**src/rtl/presc_seq.sv**
```systemverilog
// presc_seq: a four-pin sequenced square-wave generator.
// One shared base prescaler of NB bits produces a tick every 2^NB cycles.
// Each tick toggles the pin selected by CH. After 2*BURST toggles (BURST full
// periods), that pin ends low and CH moves on to the next pin.
// A sweep covers PIN_1..PIN_4 in turn.
// Optional feature: define PRESC_SEQ_LOOP_EN to restart the sweep continuously.
// In that mode DONE pulses once per completed sweep. With the macro undefined
// the block returns to IDLE at the end of the sweep.
module presc_seq #(
    parameter int NB    = 22,
    parameter int BURST = 8
) (
    input  logic       CLK_IN,
    input  logic       RST_IN,
    input  logic       START,
    input  logic       STOP,
    output logic       PIN_1,
    output logic       PIN_2,
    output logic       PIN_3,
    output logic       PIN_4,
    output logic [1:0] CH,
    output logic       BUSY,
    output logic       DONE
);

    // Toggle counter must hold values up to 2*BURST-1.
    localparam int            TW       = $clog2(2 * BURST + 1);
    localparam logic [TW-1:0] TOG_LAST = TW'(2 * BURST - 1);
    localparam logic [NB-1:0] BASE_MAX = {NB{1'b1}};
    localparam logic [1:0]    CH_LAST  = 2'd3;

    typedef enum logic [0:0] {
        ST_IDLE = 1'b0,
        ST_RUN  = 1'b1
    } state_t;

    state_t        state_r;
    state_t        state_nxt_s;
    logic [NB-1:0] base_cnt_r;
    logic [NB-1:0] base_cnt_nxt_s;
    logic [TW-1:0] tog_cnt_r;
    logic [TW-1:0] tog_cnt_nxt_s;
    logic [1:0]    ch_r;
    logic [1:0]    ch_nxt_s;
    logic [3:0]    pin_r;
    logic [3:0]    pin_nxt_s;
    logic          busy_r;
    logic          busy_nxt_s;
    logic          done_r;
    logic          done_nxt_s;
    logic          go_s;
    logic          tick_s;
    logic          slot_end_s;
    logic          sweep_end_s;

    // Decode the start request and the tick/slot/sweep boundaries from the counters
    always_comb begin
        go_s        = START & ~STOP;
        tick_s      = (base_cnt_r == BASE_MAX);
        slot_end_s  = tick_s & (tog_cnt_r == TOG_LAST);
        sweep_end_s = slot_end_s & (ch_r == CH_LAST);
    end

    // State register; reset acts immediately, independent of the clock
    always_ff @(posedge CLK_IN or posedge RST_IN) begin
        if (RST_IN) begin
            state_r <= ST_IDLE;
        end else begin
            state_r <= state_nxt_s;
        end
    end

    // Next-state logic: STOP always wins; at sweep end either loop or go idle
    always_comb begin
        state_nxt_s = ST_IDLE;
        case (state_r)
            ST_IDLE: begin
                if (go_s) begin
                    state_nxt_s = ST_RUN;
                end else begin
                    state_nxt_s = ST_IDLE;
                end
            end
            ST_RUN: begin
                if (STOP) begin
                    state_nxt_s = ST_IDLE;
                end else if (sweep_end_s) begin
`ifdef PRESC_SEQ_LOOP_EN
                    state_nxt_s = ST_RUN;
`else
                    state_nxt_s = ST_IDLE;
`endif
                end else begin
                    state_nxt_s = ST_RUN;
                end
            end
            default: begin
                state_nxt_s = ST_IDLE;
            end
        endcase
    end

    // Output/counter next values; the defaults are the idle (all-zero) values
    always_comb begin
        base_cnt_nxt_s = '0;
        tog_cnt_nxt_s  = '0;
        ch_nxt_s       = 2'd0;
        pin_nxt_s      = 4'b0000;
        busy_nxt_s     = 1'b0;
        done_nxt_s     = 1'b0;
        case (state_r)
            ST_IDLE: begin
                if (go_s) begin
                    busy_nxt_s = 1'b1;
                end else begin
                    busy_nxt_s = 1'b0;
                end
            end
            ST_RUN: begin
                if (STOP) begin
                    busy_nxt_s = 1'b0;
                end else begin
                    busy_nxt_s     = 1'b1;
                    base_cnt_nxt_s = base_cnt_r + NB'(1);
                    tog_cnt_nxt_s  = tog_cnt_r;
                    ch_nxt_s       = ch_r;
                    pin_nxt_s      = pin_r;
                    if (slot_end_s) begin
                        // Last toggle of the slot: pin ends low, move to next pin
                        pin_nxt_s     = 4'b0000;
                        tog_cnt_nxt_s = '0;
                        ch_nxt_s      = ch_r + 2'd1;
                        if (sweep_end_s) begin
                            done_nxt_s = 1'b1;
`ifdef PRESC_SEQ_LOOP_EN
                            busy_nxt_s = 1'b1;
`else
                            busy_nxt_s = 1'b0;
`endif
                        end else begin
                            done_nxt_s = 1'b0;
                        end
                    end else if (tick_s) begin
                        pin_nxt_s[ch_r] = ~pin_r[ch_r];
                        tog_cnt_nxt_s   = tog_cnt_r + TW'(1);
                    end else begin
                        tog_cnt_nxt_s = tog_cnt_r;
                    end
                end
            end
            default: begin
                busy_nxt_s = 1'b0;
            end
        endcase
    end

    // Registered outputs and counters; reset clears everything at once
    always_ff @(posedge CLK_IN or posedge RST_IN) begin
        if (RST_IN) begin
            base_cnt_r <= '0;
            tog_cnt_r  <= '0;
            ch_r       <= 2'd0;
            pin_r      <= 4'b0000;
            busy_r     <= 1'b0;
            done_r     <= 1'b0;
        end else begin
            base_cnt_r <= base_cnt_nxt_s;
            tog_cnt_r  <= tog_cnt_nxt_s;
            ch_r       <= ch_nxt_s;
            pin_r      <= pin_nxt_s;
            busy_r     <= busy_nxt_s;
            done_r     <= done_nxt_s;
        end
    end

    assign PIN_1 = pin_r[0];
    assign PIN_2 = pin_r[1];
    assign PIN_3 = pin_r[2];
    assign PIN_4 = pin_r[3];
    assign CH    = ch_r;
    assign BUSY  = busy_r;
    assign DONE  = done_r;

endmodule

```
**config.mk**
```make
export PLATFORM = sky130hd
export DESIGN_NAME = presc_seq
export DESIGN_NICKNAME = d
export VERILOG_FILES = /design/src/rtl/presc_seq.sv
export SDC_FILE = /design/constraint.sdc
export NUM_CORES = 1
export LEC_CHECK = 0
export CORE_ASPECT_RATIO = 0.8
export CORE_UTILIZATION = 58
export CTS_BUF_LIST = sky130_fd_sc_hd__clkbuf_16
export DETAILED_ROUTE_END_ITERATION = 8
export GPL_TIMING_DRIVEN = 0
export PLACE_DENSITY = 0.86
export SETUP_SLACK_MARGIN = 0.2
export SLEW_MARGIN = 30
export SYNTH_ARGS = -nofsm -noshare
export SYNTH_HDL_FRONTEND = slang
export SYNTH_SLANG_ARGS = --single-unit
```
**constraint.sdc**
```tcl
create_clock -name CLK_IN -period 2.45 [get_ports CLK_IN]
set_input_delay 0.49 -clock CLK_IN [delete_from_list [all_inputs] [get_ports CLK_IN]]
set_output_delay 0.49 -clock CLK_IN [all_outputs]
set_load 0.03 [all_outputs]
```
# Yosys cells after proc, flatten, opt, wreduce, memory -nomap -nowiden
# Index checks and enable logic that the tools add are counted.
word_totals:
  reg_bits: 36
  in_bits: 4
  output_inout_bits: 8
  elab_cells: 53
op_classes:
  add_sub_neg: 3
  magnitude_cmp: 2
  eq_ne: 5
  muxes: 29
  n_bitwise: 6
  reduce_logical: 1
op_table:
  columns: ["op", "count"]
  rows:
  - ["$mux 22", 2]
  - ["$add 22x1->22 const B", 1]
  - ["$eq 22x22->1 const B", 1]
  - ["$mux 5", 4]
  - ["$mux 4", 4]
  - ["$mux 1", 11]
  - ["$mux 2", 3]
  - ["$add 5x1->5 const B", 1]
  - ["$eq 5x4->1 const B", 1]
  - ["$bwmux 4", 1]
  - ["$ne 4x2->1 const B", 1]
  - ["$pmux 1 s2", 2]
  - ["$and 1x1->1", 3]
  - ["$lt 2x3->1 const B", 1]
  - ["$ne 3x2->1 const B", 1]
  - ["$not 1->1", 3]
  - ["$add 2x1->2 const B", 1]
  - ["$bmux 1 s2", 1]
  - ["$demux 1 s2", 1]
  - ["$eq 2x2->1 const B", 1]
  - ["$ge 2x1->1 const B", 1]
  - ["$logic_and 1x1->1", 1]

# Depth between registers and ports, before layout
# Gate-level depths: netlist (run 1).
logic_depth:
  ltp_word: 9
  mapped_depth: 7
  depth_no_buf: 5

# Worst setup path after synthesis (run 1)
# Ideal clock, no wire load.
synth_timing:
  path_kind: "register to register"
  start: "register ch_r[0], in the netlist CH[0]"
  end: "register pin_r[0]"
  setup_ns: 0.077
  arrival_ns: 1.745
  required_ns: 2.373
  slack_ns: 0.628
  path_stages_with_launch: 4
  path_buffers: 0
  period_less_slack_ns: 1.822
  cell_sequence: "dfrtp_1 -> mux4_2 -> or4_1 -> a21oi_1"
synth_via:
  elab_chain_cells: 9
  word_cells_on_any_way: 13
  classes_between: "order compare: 2; mux: 9; bitwise: 1; reduce/logical: 1"
synth_rtl:
  columns: ["element", "line_no", "rtl"]
  rows:
  - ["from (decl)", "43", "logic [1:0] ch_r;"]
  - ["from (signal assigned)", "169", "ch_r <= ch_nxt_s;"]
  - ["$lt 2x3->1 (implied by the code) / $ge 2x1->1 (equally long branches)", "144", "pin_nxt_s[ch_r] = ~pin_r[ch_r];"]
  - ["$logic_and 1x1->1 (implied by the code)", "144", null]
  - ["$mux 1 (implied by the code)", "144", null]
  - ["$demux 1 s2", "144", null]
  - ["$bwmux 4 (*)", "144", null]
  - ["$mux 4 (*)", "143", "end else if (tick_s) begin"]
  - ["$mux 4 (*)", "128", "if (slot_end_s) begin"]
  - ["$mux 4 (*)", "120", "if (STOP) begin"]
  - ["$mux 4 (*)", "111", "case (state_r)"]
  - ["to (signal assigned)", "170", "pin_r <= pin_nxt_s;"]
  - ["to (decl)", "45", "logic [3:0] pin_r;"]
# Every way passes the cells marked *; elsewhere a longest branch is shown, timed or not. The select of a mux whose other input is x is not followed.
# A chain may end at the register's enable or synchronous reset.

# Worst setup path in the final report (run 1)
layout_timing:
  start: "register base_cnt_r[0]"
  end: "register tog_cnt_r[0]"
layout_via:
  elab_chain_cells: 5
  word_cells_on_any_way: 6
  classes_between: "eq/ne: 2; mux: 3; bitwise: 1"
layout_rtl:
  columns: ["element", "line_no", "rtl"]
  rows:
  - ["from (decl)", "39", "logic [NB-1:0] base_cnt_r;"]
  - ["from (signal assigned)", "167", "base_cnt_r <= base_cnt_nxt_s;"]
  - ["$eq 22x22->1 (*)", "59", "tick_s = (base_cnt_r == BASE_MAX);"]
  - ["$and 1x1->1", "60", "slot_end_s = tick_s & (tog_cnt_r == TOG_LAST);"]
  - ["$mux 5", "128", null]
  - ["$mux 5", "120", null]
  - ["$mux 5", "111", null]
  - ["to (signal assigned)", "168", "tog_cnt_r <= tog_cnt_nxt_s;"]
  - ["to (decl)", "41", "logic [TW-1:0] tog_cnt_r;"]
# Every way passes the cells marked *; elsewhere a longest branch is shown, timed or not.

==> flow_metrics.tcl, run 1 <==
set metrics [dict create \
    status "completed" \
    netlist_area_sq_mm 0.001886 \
    htreeDepth 2 \
    final.fill_count 209 \
    r2r_start "base_cnt_r[0]$_DFF_PP0_" \
    end_kind "flop" \
    tns_ps 0 \
    synthCells 195 \
    fin_cells 254 \
    die_w_um 65.75 \
    antenna_found_initial 0 \
    dp_hpwl_mm 3.031 \
    grt_usage_pct 28.71 \
    grt-ovfl-total 0 \
    netlist_top_cells_area "dfrtp_1, a21oi_1, ha_1" \
    initial_utilization_pct 61.11 \
    fin_skew_ps 8.233 \
    drt_drc_violations_left 0 \
    clkLatencyLatePin_ps 280 \
    drt-initial-drc-count 153 \
    clk_pin_slew_ps 50 \
    rows 18 \
    final_common_cell "dfrtp_1" \
    drt-pass1-iter-count 5 \
    synth_largest_area_cell "dfrtp_1" \
    p_leak_uw 0.0008467 \
    mostFrequentLayoutCells "dfrtp_1, nor2_1, nand2_1, a21oi_1, clkdlybuf4s50_1" \
    fin_nets 223 \
    min_path_type "flop to flop" \
    numPortBuffers 11 \
    ys_types 37 \
    wire_per_inst_um 17.42 \
    synth_seq_area_share_pct 46.45 \
    worstMarginPinSlew_ps 749.0 \
    max_freq_mhz 497.2 \
    clkSinkCount 35 \
    cts_resized 0 \
    synth_nets 205 \
    via_per_inst 6.453 \
    cts_hold_buf 0 \
    area_growth_pct 15.93 \
    grt_pass1_wl_mm 7.314 \
    start_kind "flop" \
    cts_buffers 5 \
    place_area_sq_mm 0.002046 \
    n_antenna_cell 0 \
    cp.required_ps 2660 \
    clockBufferDepth 2 \
    io_pins 12 \
    worstSetupPathType "flop to flop" \
    totalWireLength_mm 4.424 \
    fin_crit_ps 2011 \
    cts_tree "done" \
    final-max-slew-violation-count 0 \
    p_per_area_mw_per_mm2 561.3 \
    path_max_fanout 10 \
    yosys.area.top_type_share_pct 46.45 \
    routabilityCongestion 0.8952 \
    post_cts_buffers 0 \
    ant_nets 0 \
    hold_viol 0 \
    synth_seq_cells 35 \
    relSlewSlack_pct 49.99 \
    synth.avg_cell_area_sq_um 9.670 \
    setup_viol 0 \
    yosysWarnings 0 \
    startpoint "base_cnt_r[0]$_DFF_PP0_" \
    grt_max_degree 36 \
    first_global_vias 1619 \
    fin_crit_sh_pct 82.10 \
    arrival_ps 2220 \
    cap_violations 0 \
    rsz0062_at_grt "no" \
    fp.dieH_um 53 \
    ir_drop_uv 389.4 \
    vias 1639 \
    drive_above_1_share_pct 8.879 \
    cts_root_buf "clkbuf_16" \
    placedCellCount 246 \
    min_from "base_cnt_r[0]$_DFF_PP0_" \
    die_area_sq_mm 0.003484 \
    fp.coreArea_sq_mm 0.003085 \
    design_area_sq_mm 0.002186 \
]
## cells in the mapped netlist
cell        n
mux2i_1     2
nor2b_1     1
dfrtp_1    35
a21oi_1    16
xnor2_1     7
nand2_2     1
nand4_1     8
or4_1       7
or3_2       3
mux4_2      1
nand3_1     7
nor3_1      3
and2_1      2
and4_1      4
buf_4       1
clkbuf_8    2
or2b_2      1
o2111ai_1   1
inv_1       7
o21bai_1    1
and3_2      1
buf_6       1
nor2_1     19
nand4b_1    1
nor4_1      4
ha_1        6
and3_1      5
or4_4       1
a311oi_1    1
a32o_1      1
o21ai_0     8
clkbuf_1    4
xor2_1      4
or3_1       5
and4b_1     1
o31ai_1     7
nand2_1    16
## worst max-delay path, cell delays in order (launching register included)
cell     delay (ps)
dfrtp_1         390
ha_1            210
and3_1          240
nand4_1         220
buf_4           250
or4_1           470
a21oi_1         150
## state kept, by name (all words and copies together), names as in the netlist
signal / count
CH: 2
DONE: 1
tog_cnt_r: 5
BUSY: 1
base_cnt_r: 22
pin_r: 4
## worst paths after layout
path,to,slack [ps],cells past startpoint
max,tog_cnt_r[0]$_DFFE_PP0P_,440,6
min,base_cnt_r[0]$_DFF_PP0_,510,1
max reg2reg,tog_cnt_r[0]$_DFFE_PP0P_,440,6
min reg2reg,base_cnt_r[0]$_DFF_PP0_,510,1
max in group asynchronous,base_cnt_r[21]$_DFF_PP0_,1300,2
min in group asynchronous,base_cnt_r[6]$_DFF_PP0_,660,2
## report_power, final
group	switching, uW	internal (uW)	leakage, uW
sequential	2.68	581	0.000487
combinational	28.6	11.7	0.000295
clock	234	369	0.0000649
total	265	962	0.000847
## cells by family after synthesis
family / after synthesis / share of synthesized area [%]
AND/OR/NAND/NOR: 90 / 26.54
AO/OA/AOI/OAI: 35 / 11.02
flip-flops: 35 / 46.45
buffers and inverters: 15 / 4.645
XOR/XNOR: 11 / 5.109
adder cells (fa/ha/maj): 6 / 3.981
multiplexers: 3 / 2.256
## stage by stage
step / setup WS (ps) / hold WS [ps] / total power, uW / utilization, %
finish: 438.7 / 505.4 / 1227 / 70.84
global route: 294.3 / 521.6 / 1262 / 70.84
CTS: 450.1 / 505.2 / 1228 / 70.84
detailed placement: 465.7 / 498.2 / 633.9 / 66.30
global placement: 442.1 / 470.2 / 631.2 / 66.30
floorplan: 627.6 / 447.9 / 616.7 / -
## final cells by class
type	instances	area [sq um]	share of cell area, %
Timing Repair Buffer	11	110.1	5.037
Clock buffer	5	125.1	5.724
Tap cell	40	50.05	2.290
Buffer	8	61.31	2.805
Sequential cell	35	875.8	40.07
Clock inverter	3	15.01	0.6869
Inverter	7	26.28	1.202
Multi-Input combinational cell	145	922.1	42.19
## routing by layer
layer / track usage, % / part of all wire (%) / up-vias
li1: - / - / 752
met1: 36.45 / 42 / 799
met2: 46.26 / 50 / 78
met3: 6.034 / 6.7 / 10
met4: 14.86 / 1.3 / 0
met5: 0 / 0 / -
(Power assumes the default switching activity.)
==> inputs of run 2 (changes only) <==
==> constraint.sdc (replaced) <==
create_clock -name CLK_IN -period 1.9 [get_ports CLK_IN]
set_input_delay 0.38 -clock CLK_IN [delete_from_list [all_inputs] [get_ports CLK_IN]]
set_output_delay 0.38 -clock CLK_IN [all_outputs]
set_load 0.03 [all_outputs]
==> flow_metrics.tcl, run 2 (synthesis results as in run 1) <==
set metrics [dict create \
    reg2reg_setup_slack_ps 20 \
    numPortBuffers 11 \
    drt-pass1-iter-count 6 \
    top_regs "base_cnt_r: 22 flops, tog_cnt_r: 5 flops, pin_r: 4 flops" \
    via_per_inst 6.542 \
    first_global_vias 1772 \
    max_freq_mhz 530.6 \
    fp.coreArea_sq_mm 0.003085 \
    path_max_fanout 7 \
    fin_nets 255 \
    clkSinkCount 35 \
    largest_reg_flops 22 \
    rsz0062_at_grt "yes" \
    cts_tree "done" \
    final-max-slew-violation-count 0 \
    n_antenna_cell 0 \
    hold_viol 0 \
    design_area_sq_mm 0.002555 \
    cts_root_buf "clkbuf_16" \
    rows 18 \
    grt-ovfl-total 0 \
    end_kind "flop" \
    grt_max_degree 36 \
    clkLatencyLatePin_ps 280 \
    r2r_cells 5 \
    arrival_ps 2100 \
    cp.required_ps 2110 \
    p_per_area_mw_per_mm2 625.7 \
    start_kind "flop" \
    initial_utilization_pct 61.11 \
    area_growth_pct 35.50 \
    fin_skew_ps 5.995 \
    status "completed" \
    worstSetupPathType "flop to flop" \
    mostFrequentLayoutCells "dfrtp_1, buf_4, nor2_1" \
    grt_usage_pct 32.95 \
    antenna_found_initial 0 \
    drt-initial-drc-count 205 \
    r2r_start "base_cnt_r[20]$_DFF_PP0_" \
    ir_drop_uv 620.2 \
    drt_drc_violations_left 0 \
    ant_nets 0 \
    die_w_um 65.75 \
    dp_hpwl_mm 2.954 \
    clockBufferDepth 2 \
    cap_violations 0 \
    wire_per_inst_um 20.00 \
    min_path_type "input pin to async pin" \
    cts_buffers 5 \
    final_common_cell "dfrtp_1" \
    p_leak_uw 0.001063 \
    worstMarginPinSlew_ps 728.8 \
    io_pins 12 \
    totalWireLength_mm 5.721 \
    clk_pin_slew_ps 60 \
    grt_pass1_wl_mm 8.328 \
    fin_cells 286 \
    fin_crit_sh_pct 99.20 \
    setup_viol 0 \
    routabilityCongestion 0.8938 \
    placedCellCount 246 \
    worst_slack_ps 15.29 \
    die_area_sq_mm 0.003484 \
    place_area_sq_mm 0.002054 \
    vias 1871 \
    fp.dieH_um 53 \
    relSlewSlack_pct 51.34 \
    fin_crit_ps 1885 \
    top_register "base_cnt_r" \
    dpl_worst_slack_ps -54.33 \
    htreeDepth 2 \
    r2r-end "tog_cnt_r[2]$_DFFE_PP0P_" \
    drive_above_1_share_pct 32.93 \
]
run 2: through the flow:
step | power (uW) | hold WS [ps] | utilization (%) | TNS [ps]
2_1_floorplan | 795.4 | 446.2 | - | 0
3_3_place_gp | 814.0 | 470.3 | 66.59 | -119.9
3_5_place_dp | 816.4 | 492.6 | 66.59 | -166.4
4_1_cts | 1584 | 537.5 | 77.82 | 0
5_1_grt | 1629 | 548.1 | 82.81 | -87.01
6_report | 1599 | 542.3 | 82.81 | 0
run 2: worst max-delay path by stage:
stage / to / slack (ps) / depth (start not counted) / from
after global routing: tog_cnt_r[2]$_DFFE_PP0P_ / -50 / 5 / base_cnt_r[20]$_DFF_PP0_
final: tog_cnt_r[2]$_DFFE_PP0P_ / 20 / 5 / base_cnt_r[20]$_DFF_PP0_
after CTS: base_cnt_r[20]$_DFF_PP0_ / 110 / 6 / base_cnt_r[5]$_DFF_PP0_
after global placement: CH[0]$_DFFE_PP0P_ / -100 / 2 / RST_IN
after detailed placement: tog_cnt_r[2]$_DFFE_PP0P_ / -50 / 6 / base_cnt_r[0]$_DFF_PP0_
after floorplan: tog_cnt_r[2]$_DFFE_PP0P_ / 180 / 5 / base_cnt_r[14]$_DFF_PP0_
run 2: cell type report:
class,instances,area [sq um]
multi-input cells,145,1052
flip-flops and latches,35,877.1
fillers,160,530.5
repair buffers,43,342.8
clock buffers,5,125.1
plain buffers,8,66.31
well taps,40,50.05
inverters,7,26.28
clock inverters,3,15.01
run 2: metal layers:
metal / part of all wire [%] / track usage (%) / vias up
met5: 0 / 0 / -
met4: 3.1 / 12.68 / 0
met3: 7.7 / 9.267 / 21
met2: 49 / 54.42 / 113
met1: 40 / 40.97 / 925
li1: - / - / 812
run 2: what timing repair did:
item                                    4_1_cts  5_1_grt
pin swaps                                    11        7
gates cloned                                  1        0
gates resized for setup                      21       19
hold buffers                                  0        0
endpoints found under the setup margin       21       20
buffers inserted                             21       10
run 2: worst max-delay path: stages, from the launching register on:
cell	delay, ps
dfrtp_1	410
nand4_1	180
or4_4	500
buf_6	160
or4_4	410
a21oi_2	140
run 2: report_power, final:
| part | switching, uW | internal (uW) |
|---|---|---|
| Clock | 312 | 476 |
| Sequential | 2.99 | 749 |
| Combinational | 39.9 | 19.3 |
| Total | 354 | 1240 |
==> inputs of run 3 (changes only) <==
--- a/config.mk
+++ b/config.mk
@@ -7,9 +7,10 @@
 export LEC_CHECK = 0
 export CORE_ASPECT_RATIO = 0.8
 export CORE_UTILIZATION = 58
-export CTS_BUF_LIST = sky130_fd_sc_hd__clkbuf_16
+export CTS_BUF_LIST = sky130_fd_sc_hd__clkbuf_4 sky130_fd_sc_hd__clkbuf_8 sky130_fd_sc_hd__clkbuf_16
 export DETAILED_ROUTE_END_ITERATION = 8
 export GPL_TIMING_DRIVEN = 0
+export MAX_ROUTING_LAYER = met4
 export PLACE_DENSITY = 0.86
 export SETUP_SLACK_MARGIN = 0.2
 export SLEW_MARGIN = 30
==> flow_metrics.tcl, run 3 (synthesis results as in run 1) <==
set metrics [dict create \
    arrival_ps 2000 \
    worstMarginPinSlew_ps 730.3 \
    relSlewSlack_pct 51.24 \
    critical-path-max-stage-delay_ps 590 \
    vias 1840 \
    final.fill_count 177 \
    antenna_found_initial 0 \
    initial_utilization_pct 61.11 \
    fin_crit_sh_pct 95.30 \
    cap_violations 0 \
    tns_ps 0 \
    io_pins 12 \
    total_power_uw 1425 \
    worstSetupPathType "flop to flop" \
    largest_reg_flops 22 \
    rsz0062_at_grt "yes" \
    drive_above_1_share_pct 32.65 \
    cts_root_buf "clkbuf_8" \
    p_leak_uw 0.001046 \
    clkLatencyLatePin_ps 300 \
    hold_viol 0 \
    min_path_type "input pin to async pin" \
    n_antenna_cell 0 \
    top_register "base_cnt_r" \
    fp.dieH_um 53 \
    numPortBuffers 11 \
    fin_skew_ps 11.52 \
    die_w_um 65.75 \
    grt_usage_pct 33.66 \
    path_max_fanout 5 \
    clockBufferDepth 2 \
    grt_pass1_wl_mm 8.280 \
    drt-pass1-iter-count 5 \
    wire_per_inst_um 18.61 \
    fp.coreArea_sq_mm 0.003085 \
    area_growth_pct 33.24 \
    ir_drop_uv 615.4 \
    die_area_sq_mm 0.003484 \
    final_common_cell "dfrtp_1" \
    ant_nets 0 \
    routabilityCongestion 0.9090 \
    cp.required_ps 2090 \
    worstPathCellList "nand2_2, or4_4, buf_6, buf_4, o31ai_2, a21oi_2" \
    cts_tree "done" \
    dp_hpwl_mm 2.954 \
    grt-ovfl-total 0 \
    rows 18 \
    start_kind "flop" \
    htreeDepth 2 \
    mostFrequentLayoutCells "dfrtp_1, buf_4, nor2_1" \
    setup_viol 0 \
    cts_buffers 5 \
    clkSinkCount 35 \
    cts_hold_buf 0 \
    drt_drc_violations_left 0 \
    multiInputGateArea_sq_mm 0.001054 \
    grt_max_degree 36 \
    p_per_area_mw_per_mm2 567.3 \
    max_freq_mhz 552.3 \
    regArea_sq_um 877.1 \
    end_kind "flop" \
    via_per_inst 6.456 \
    fin_nets 254 \
    top_regs "base_cnt_r: 22 flops, tog_cnt_r: 5 flops, pin_r: 4 flops" \
    totalWireLength_mm 5.305 \
    final-max-slew-violation-count 0 \
    fin_crit_ps 1811 \
    clk_pin_slew_ps 80 \
    critPathSlowestCell "or4_4" \
    status "completed" \
    first_global_vias 1684 \
    drt-initial-drc-count 235 \
]
## run 3: cell types whose count changed in the layout (fill, tap and decap cells not counted), sizes merged
cell and delta:
buf -1, clkinv -2, clkbuf +2
## run 3: what timing repair did
action / CTS / global route
pin swaps: 11 / 9
setup buffers: 21 / 9
resized for setup: 26 / 13
setup endpoints to repair: 21 / 20
cloned: 1 / 0
## run 3: critical path: cells and delay by family (launching register included)
kind	cells	cell delay (ps)
DFF	1	370
and+or+nand+nor	2	670
buffers and inverters	2	320
AOI/OAI and AO/OA	2	360
## run 3: worst paths after layout
check	startpoint	end	slack, ps	depth (start not counted)
min in group CLK_IN	base_cnt_r[0]$_DFF_PP0_	base_cnt_r[0]$_DFF_PP0_	550	2
worst min register to register	base_cnt_r[0]$_DFF_PP0_	base_cnt_r[0]$_DFF_PP0_	550	2
worst min-delay path	RST_IN	base_cnt_r[6]$_DFF_PP0_	520	2
worst max register to register	base_cnt_r[14]$_DFF_PP0_	pin_r[0]$_DFFE_PP0P_	90	6
max in group asynchronous	RST_IN	CH[0]$_DFFE_PP0P_	880	2
worst max-delay path	base_cnt_r[14]$_DFF_PP0_	pin_r[0]$_DFFE_PP0P_	90	6
## run 3: layout make-up
class | count | area share (%)
multi-input cells | 145 | 41.93
well taps | 40 | 1.992
plain buffers | 8 | 2.639
inverters | 7 | 1.046
clock inverters | 1 | 0.2988
repair buffers | 42 | 13.35
flip-flops and latches | 35 | 34.91
clock buffers | 7 | 3.835
## run 3: stage by stage
stage          cells  util, %  setup WS [ps]  instance area [sq um]  hold WS [ps]
2_1_floorplan    195        -          182.9                   1894         446.2
3_3_place_gp     246    66.59         -101.1                   2054         470.3
3_5_place_dp     246    66.59         -54.33                   2054         492.6
4_1_cts          276    77.37          121.6                   2387         534.2
5_1_grt          285    81.43          21.80                   2512         581.9
6_report         285    81.43          89.37                   2512         517.4
## run 3: report_power, final
group	leakage, uW	switching (uW)	internal, uW	total (uW)
registers	0.000485	2.82	747	750
logic	0.000511	39.3	16.7	56.0
clock network	0.0000505	289	330	619
## run 3: routing by layer
layer / vias to the layer above / share of wire [%] / GRT usage [%]
li1: 810 / - / -
met1: 889 / 41 / 43.72
met2: 128 / 49 / 53.57
met3: 13 / 8.7 / 7.759
met4: 0 / 1.9 / 8.333
met5: - / 0 / -
